===== src/rtl/wbcon_pkg.sv =====
// -----------------------------------------------------------------------------
// wbcon_pkg
// Shared definitions for the wbcon link (rx -> exec -> tx) and host software:
// response op codes, header magic nibble, header bit positions and helper
// functions that encode a command result into the response header byte.
// No ports (package).
// -----------------------------------------------------------------------------
package wbcon_pkg;

   localparam logic [1:0] WBCON_OP_NULL        = 2'b00;
   localparam logic [1:0] WBCON_OP_SET_ADDRESS = 2'b01;
   localparam logic [1:0] WBCON_OP_WRITE_WORD  = 2'b10;
   localparam logic [1:0] WBCON_OP_READ_WORD   = 2'b11;

   localparam logic [3:0] WBCON_HDR_MAGIC = 4'hA;

   localparam int WBCON_HDR_OP_LSB  = 0;
   localparam int WBCON_HDR_OP_MSB  = 1;
   localparam int WBCON_HDR_ERR_BIT = 2;
   localparam int WBCON_HDR_RTY_BIT = 3;

   // Priority encode the op flags: read > write > set_address > null.
   // An explicit null flag and "no flag at all" encode identically.
   function automatic logic [1:0] wbcon_opcode(input logic op_null,
                                               input logic op_set_address,
                                               input logic op_write_word,
                                               input logic op_read_word);
      logic [1:0] op;
      if (op_read_word)        op = WBCON_OP_READ_WORD;
      else if (op_write_word)  op = WBCON_OP_WRITE_WORD;
      else if (op_set_address) op = WBCON_OP_SET_ADDRESS;
      else if (op_null)        op = WBCON_OP_NULL;
      else                     op = WBCON_OP_NULL;
      return op;
   endfunction

   // Header byte = {magic, rty, err, op}.
   function automatic logic [7:0] wbcon_hdr(input logic [1:0] op,
                                            input logic       err,
                                            input logic       rty);
      logic [7:0] h;
      h                                     = '0;
      h[7:4]                                = WBCON_HDR_MAGIC;
      h[WBCON_HDR_RTY_BIT]                  = rty;
      h[WBCON_HDR_ERR_BIT]                  = err;
      h[WBCON_HDR_OP_MSB:WBCON_HDR_OP_LSB]  = op;
      return h;
   endfunction

endpackage


===== src/rtl/wbcon_tx.sv =====
// -----------------------------------------------------------------------------
// wbcon_tx
// Response serializer: accepts one command result (CRES) per handshake and
// emits a header byte, followed by the read data LSB first when the command
// was a successful read, onto an AXI-S style byte stream.
// Ports:
//   i_clk, i_rst_n          clock (posedge), async active-low reset
//   i_cres_tvalid/o_cres_tready   CRES handshake
//   i_cres_op_*             op flags (null/set_address/write_word/read_word)
//   i_cres_hw_data          read data (WB_DATA_WIDTH bits)
//   i_cres_bus_err/_rty     WB cycle terminated by ERR / RTY
//   o_tx_tvalid/i_tx_tready/o_tx_tdata   byte stream toward the TX path
// -----------------------------------------------------------------------------
module wbcon_tx
   import wbcon_pkg::*;
#(
   parameter int WB_DATA_WIDTH = 32
) (
   input  logic                     i_clk,
   input  logic                     i_rst_n,
   input  logic                     i_cres_tvalid,
   output logic                     o_cres_tready,
   input  logic                     i_cres_op_null,
   input  logic                     i_cres_op_set_address,
   input  logic                     i_cres_op_write_word,
   input  logic                     i_cres_op_read_word,
   input  logic [WB_DATA_WIDTH-1:0] i_cres_hw_data,
   input  logic                     i_cres_bus_err,
   input  logic                     i_cres_bus_rty,
   output logic                     o_tx_tvalid,
   input  logic                     i_tx_tready,
   output logic [7:0]               o_tx_tdata
);

   localparam int DATA_BYTES = WB_DATA_WIDTH / 8;
   localparam int BCNT_WIDTH = (DATA_BYTES > 1) ? $clog2(DATA_BYTES) : 1;
   localparam logic [BCNT_WIDTH-1:0] LAST_CNT = BCNT_WIDTH'(DATA_BYTES - 1);

   localparam logic [1:0] ST_IDLE = 2'd0;
   localparam logic [1:0] ST_HDR  = 2'd1;
   localparam logic [1:0] ST_DATA = 2'd2;

   logic [1:0]               state_q, state_d;
   logic                     ready_q, ready_d;
   logic [1:0]               op_q, op_d;
   logic                     err_q, err_d;
   logic                     rty_q, rty_d;
   logic [WB_DATA_WIDTH-1:0] shift_q, shift_d;
   logic [BCNT_WIDTH-1:0]    cnt_q, cnt_d;

   logic cres_ack;
   logic tx_ack;
   logic read_ok;

   // ready_q is only ever high while in IDLE, so it alone qualifies the accept.
   assign cres_ack = i_cres_tvalid & ready_q;
   assign tx_ack   = o_tx_tvalid & i_tx_tready;
   assign read_ok  = (op_q == WBCON_OP_READ_WORD) && !err_q && !rty_q;

   always_comb begin
      state_d = state_q;
      op_d    = op_q;
      err_d   = err_q;
      rty_d   = rty_q;
      shift_d = shift_q;
      cnt_d   = cnt_q;
      case (state_q)
         ST_IDLE: begin
            if (cres_ack) begin
               op_d    = wbcon_opcode(i_cres_op_null, i_cres_op_set_address,
                                      i_cres_op_write_word, i_cres_op_read_word);
               err_d   = i_cres_bus_err;
               rty_d   = i_cres_bus_rty;
               shift_d = i_cres_hw_data;
               cnt_d   = '0;
               state_d = ST_HDR;
            end
         end
         ST_HDR: begin
            if (tx_ack) state_d = read_ok ? ST_DATA : ST_IDLE;
         end
         ST_DATA: begin
            if (tx_ack) begin
               shift_d = shift_q >> 8;
               if (cnt_q == LAST_CNT) state_d = ST_IDLE;
               else                   cnt_d   = cnt_q + 1'b1;
            end
         end
         default: state_d = ST_IDLE;
      endcase
      // Registered ready: follows the state we are about to be in, so it rises
      // the cycle after reset release and on the same edge that returns to IDLE.
      ready_d = (state_d == ST_IDLE);
   end

   always_ff @(posedge i_clk or negedge i_rst_n) begin
      if (!i_rst_n) begin
         state_q <= ST_IDLE;
         ready_q <= 1'b0;
         op_q    <= WBCON_OP_NULL;
         err_q   <= 1'b0;
         rty_q   <= 1'b0;
         shift_q <= '0;
         cnt_q   <= '0;
      end else begin
         state_q <= state_d;
         ready_q <= ready_d;
         op_q    <= op_d;
         err_q   <= err_d;
         rty_q   <= rty_d;
         shift_q <= shift_d;
         cnt_q   <= cnt_d;
      end
   end

   // Outputs decode straight from the state, so an async reset drops
   // o_tx_tvalid immediately and nothing stale survives into the next response.
   assign o_cres_tready = ready_q;
   assign o_tx_tvalid   = (state_q != ST_IDLE);

   always_comb begin
      o_tx_tdata = 8'h00;
      case (state_q)
         ST_HDR:  o_tx_tdata = wbcon_hdr(op_q, err_q, rty_q);
         ST_DATA: o_tx_tdata = shift_q[7:0];
         default: o_tx_tdata = 8'h00;
      endcase
   end

endmodule


===== config.mk =====
export PLATFORM = sky130hd
export DESIGN_NAME = wbcon_tx
export DESIGN_NICKNAME = d
export VERILOG_FILES = /design/src/rtl/wbcon_pkg.sv /design/src/rtl/wbcon_tx.sv
export SDC_FILE = /design/constraint.sdc
export NUM_CORES = 1
export LEC_CHECK = 0
export ABC_AREA = 1
export CAP_MARGIN = 20
export CORE_AREA = 2 2 84 86
export DETAILED_ROUTE_END_ITERATION = 7
export DIE_AREA = 0 0 86 88
export SLEW_MARGIN = 5
export SYNTH_ARGS = -nofsm -noshare
export SYNTH_HDL_FRONTEND = slang
export SYNTH_SLANG_ARGS = --single-unit

===== constraint.sdc =====
create_clock -name i_clk -period 2.87 [get_ports i_clk]
set_clock_uncertainty 0.2 [all_clocks]
set_input_delay 0.4305 -clock i_clk [delete_from_list [all_inputs] [get_ports i_clk]]
set_output_delay 0.4305 -clock i_clk [all_outputs]
set_load 0.02 [all_outputs]

### After elaboration in Yosys (flattened, before gate mapping)

Index checks and enable logic that the tools add are counted.
Widths: inputs -> output; s select.

| word-level totals | value |
|---|---|
| register bits | 41 |
| output and inout port bits | 10 |
| logic and storage cells | 45 |

| cells by class | value |
|---|---|
| add/sub/neg operators | 1 |
| eq/ne operators | 7 |
| mux-type cells | 17 |
| bitwise gates (word level) | 2 |
| reduce and logical (&&, ||, !) cells | 11 |

Operator list:

| kind | number |
|---|---|
| $mux 32 | 2 |
| $pmux 32 s2 | 1 |
| $mux 2 | 10 |
| $pmux 8 s2 | 1 |
| $eq 2x2->1 const B | 3 |
| $ne 2x2->1 const B | 3 |
| $pmux 2 s3 | 1 |
| $logic_not 2->1 | 2 |
| $pmux 2 s2 | 1 |
| $reduce_and 4->1 | 1 |
| $reduce_bool 2->1 | 2 |
| $reduce_and 3->1 | 1 |
| $add 2x1->2 const B | 1 |
| $and 1x1->1 | 2 |
| $eq 2x1->1 const B | 1 |
| $logic_and 1x1->1 | 2 |
| $logic_not 1->1 | 2 |
| $reduce_and 2->1 | 1 |
| $mux 1 | 1 |

### Depth between registers and ports, before layout

| depth | value |
|---|---|
| word-level depth | 7 |
| depth in mapped cells | 11 |
| gate-level depth less buffers | 10 |

### Least setup slack after synthesis

No wires, ideal clock.

| timing | value |
|---|---|
| path kind | register -> output |
| start point | reg state_q[0] |
| end point | out o_tx_tdata[0] |
| arrival time | 1.487 ns |
| required time | 2.240 ns |
| setup slack | 0.752 ns |
| cell stages (with the launch flop) | 7 |
| path buffers | 2 |
| path through | dfrtp_1 inv_1 ha_1 buf_4 buf_1 nand2_1 a21oi_1 |

| on the way | value |
|---|---|
| longest elaborated chain between the ends | 2 |
| elaborated cells between the ends (all ways) | 3 |
| classes of those cells | eq/ne (2); mux (1) |

Ends and longest elaborated chain:

| what | line | RTL |
|---|---|---|
| start, declared | wbcon_tx.sv:43 | `logic [1:0] state_q, state_d;` |
| start signal, assigned | wbcon_tx.sv:106 | `state_q <= state_d;` |
| $eq 2x2->1 / $eq 2x1->1 (equally long branches) | wbcon_tx.sv:123 | `case (state_q)` |
| $pmux 8 s2 (*) | wbcon_tx.sv:123 |  |
| end, declared | wbcon_tx.sv:32 | `output logic [7:0] o_tx_tdata` |

Mark *: on every way between the ends. The rest lies on a longest branch, timed or not.

### Worst setup path in the final report

| timing | value |
|---|---|
| start point | reg state_q[0] |
| end point | out o_tx_tdata[3] |

The elaborated chain is that of the path after synthesis.

==> metrics.md <==
| Metric | Value |
|---|---|
| Filler cells | between 600 and 700 |
| Die height | approximately 88 µm |
| Clock transition at the registers of the reported paths | about 80 ps |
| Static Leak | about 0.0012 µW |
| Initial antenna violation count | 0 |
| Avg Cell Area, Syn | slightly below 9 µm² |
| Cell Pwr Density | between 900 and 1000 mW/mm² |
| Critical path peak fanout | 10 |
| CP max stage delay | around 630 ps |
| Max_cap viols | 0 |
| Port buffer count | 50 |
| Max-slew violations | 0 |
| Crit path time final | roughly 2700 ps |
| Hold_ws | about 66 ps |
| Fmax | approximately 370 MHz |
| CP startpoint kind | flip-flop |
| Sequential share of the synthesized area | a little under half |
| Starting Density | 34.03% |
| Cell area after layout | 0.002897 mm² |
| Core ar. | about 0.0066 mm² |
| Post-synth cell types | 22 |
| Hold Path Class | in2async |
| Worst setup margin | roughly 140 ps |
| Post-Synthesis Cells | 256 |
| DRT Wirelength | roughly 4700 µm |
| Setup TNS | 0 ps |
| CP arrival | about 2100 ps |
| Placed Instance Area | ~0.0028 mm² |
| Slew @ Worst Pin | slightly above 900 ps |
| DRC viols | 0 |
| Iter 0 DRT Violations | around 120 |
| Endpoints failing setup | 0 |
| H-tree depth | 2 |
| Delay-heaviest family, CP | buffers and inverters |
| Total setup buffers inserted after CTS | 0 |
| Grt ovf | 0 |
| Die X | ~86 µm |
| Number of global-route vias before repair | roughly 1700 |
| Fraction of layout cells with a size suffix above 1 | between 9 and 10% |
| RSZ-0062 raised after global routing | false |
| CTS Sinks | 41 |
| Post-CTS sizing | 0 |
| Post-synthesis register bit count | a little over 40 |
| Critical path type | reg2out |
| Clock Latency Late Sink | between 200 and 300 ps |
| RD Place Congestion | 0.7527 |
| Setup WS pre-CTS | between 400 and 500 ps |
| Gr busiest metal | met2 |
| Ordered list of cells on the worst path | inv_1, ha_1, nand2_1, a21oi_1, clkdlybuf4s50_1 |
| Grt met1 use | 17.07% |
| Root Driver | clkbuf_8 |
| Largest net degree at the start of global routing | 50 |
| Fin nets | 350 |
| Status | completed |
| Worst path buffer plus inverter count | 2 |
| Area grow syn2layout | 28.11% |
| Total Power | about 2700 µW |
| GRT met2 Usage | between 20 and 25% |
| Cell Area, Synth | 0.002261 mm² |
| Die area | 0.007568 mm² |
| GRT Util Overall | 13.05% |
| Hold Vio Cnt, Final | 0 |
| Global-route wire length before repair | between 7000 and 8000 µm |
| Antenna Violating Nets Remaining | 0 |
| Syn nets | around 300 |
| Total CTS buffers | 5 |
| VDD IR max | between 0.0003 and 0.0004 V |
| Syn. warnings | 0 |
| Worst EP required | roughly 2200 ps |
| Number of cell rows | 30 |
| CTS tree | done |
| Rel. slew slack | between 30% and 40% |
| Cts hold-fix bufs | 0 |
| CP endpoint kind | primary output |
| Ant diodes | 0 |
| Pre-Repair DR Iteration Count | 4 |
| DP HPWL | 3371 µm |
| WL/cell | about 12 µm |
| Crit share post-route | 95.20% |
| Via count | around 1800 |
| Max Root-Sink Buffers | 2 |
| I/O pin cnt | 52 |
| GR Util met3 | ~3.2% |
| Worst path slowest cell | clkdlybuf4s50_1 |
| Vias per cell | about 4.6 |
-- final timing paths --
path | endpoint | cells after the start | start | slack, ps
min | shift_q[30] | 1 | i_rst_n | 70
max reg2reg | cnt_q[1] | 9 | state_q[0] | 410
max | o_tx_tdata[3] | 5 | state_q[0] | 140
min in group i_clk | cnt_q[0] | 1 | cnt_q[0] | 310
max in group asynchronous | shift_q[8] | 1 | i_rst_n | 1820
min reg2reg | cnt_q[0] | 1 | cnt_q[0] | 310
-- sequential cells by signal, summed over array words and instances (netlist names) --
register and flops:
cnt_q 2, op_q 2, shift_q 32, state_q 2
rty_q 1, err_q 1, o_cres_tready 1
-- cell usage in the layout, fill, tap and decap left out, drive strengths merged --
cell           count
clkbuf             6
inv               15
buf                4
bufinv             1
a31oi             24
dfrtp             41
clkinvlp           1
ha                 5
nand3             19
nor2              29
nand2             95
a21oi              8
o21ai              7
clkdlybuf4s50     49
-- stage by stage --
| stage | cells | util [%] |
|---|---|---|
| floorplan | 256 | - |
| global placement | 376 | 41.79 |
| detailed placement | 376 | 41.79 |
| CTS | 384 | 43.60 |
| global route | 384 | 43.60 |
| finish | 384 | 43.60 |
-- where the power goes --
part           internal (µW)  total, µW  switching (µW)  leakage [µW]
clock                    283        485             202     0.0000574
combinational            485       1170             682      0.000715
sequential               852       1000             151      0.000478
total                   1620       2660            1040       0.00125
-- cells in the mapped netlist --
master | instances | area [µm²]
inv_4 | 2 | 12.51
nand3_1 | 19 | 95.09
buf_1 | 1 | 3.750
a31oi_4 | 10 | 212.7
o21ai_1 | 1 | 5.000
clkbuf_1 | 2 | 7.510
ha_1 | 5 | 62.56
nand2_8 | 3 | 60.06
nor2_8 | 1 | 20.02
buf_6 | 1 | 11.26
nand2_1 | 91 | 341.6
a31oi_1 | 14 | 87.58
inv_1 | 12 | 45.04
buf_2 | 5 | 25.02
dfrtp_1 | 41 | 1026
buf_4 | 2 | 15.01
buf_12 | 2 | 40.04
a21oi_1 | 8 | 40.04
o21ai_0 | 6 | 30.03
nor2_1 | 28 | 105.1
nand2_4 | 1 | 11.26
inv_2 | 1 | 3.750
-- logic make-up after synthesis --
family / Yosys count / share of synthesized area [%]
AND/OR/NAND/NOR: 143 / 28.00
flip-flops: 41 / 45.38
AO/OA/AOI/OAI: 39 / 16.60
buffers and inverters: 28 / 7.249
adder cells (fa/ha/maj): 5 / 2.767
-- final cells by class --
| class | count | area, µm² | share of cell area (%) |
|---|---|---|---|
| timing repair buffer | 53 | 518.0 | 17.88 |
| inverter | 15 | 61.31 | 2.117 |
| clock inverter | 2 | 37.54 | 1.296 |
| clock buffer | 6 | 82.58 | 2.851 |
| multi-input combinational | 187 | 1071 | 36.98 |
| tap | 80 | 100.1 | 3.456 |
| sequential | 41 | 1026 | 35.42 |
-- layer usage --
| metal | part of all wire [%] | wire (µm) | vias to the layer above |
|---|---|---|---|
| li1 | - | - | 927 |
| met1 | 46 | 2167 | 804 |
| met2 | 47 | 2191 | 40 |
| met3 | 4.2 | 197 | 10 |
| met4 | 2.5 | 119 | 0 |
| met5 | 0 | 0 | - |
(Power assumes the default switching activity.)
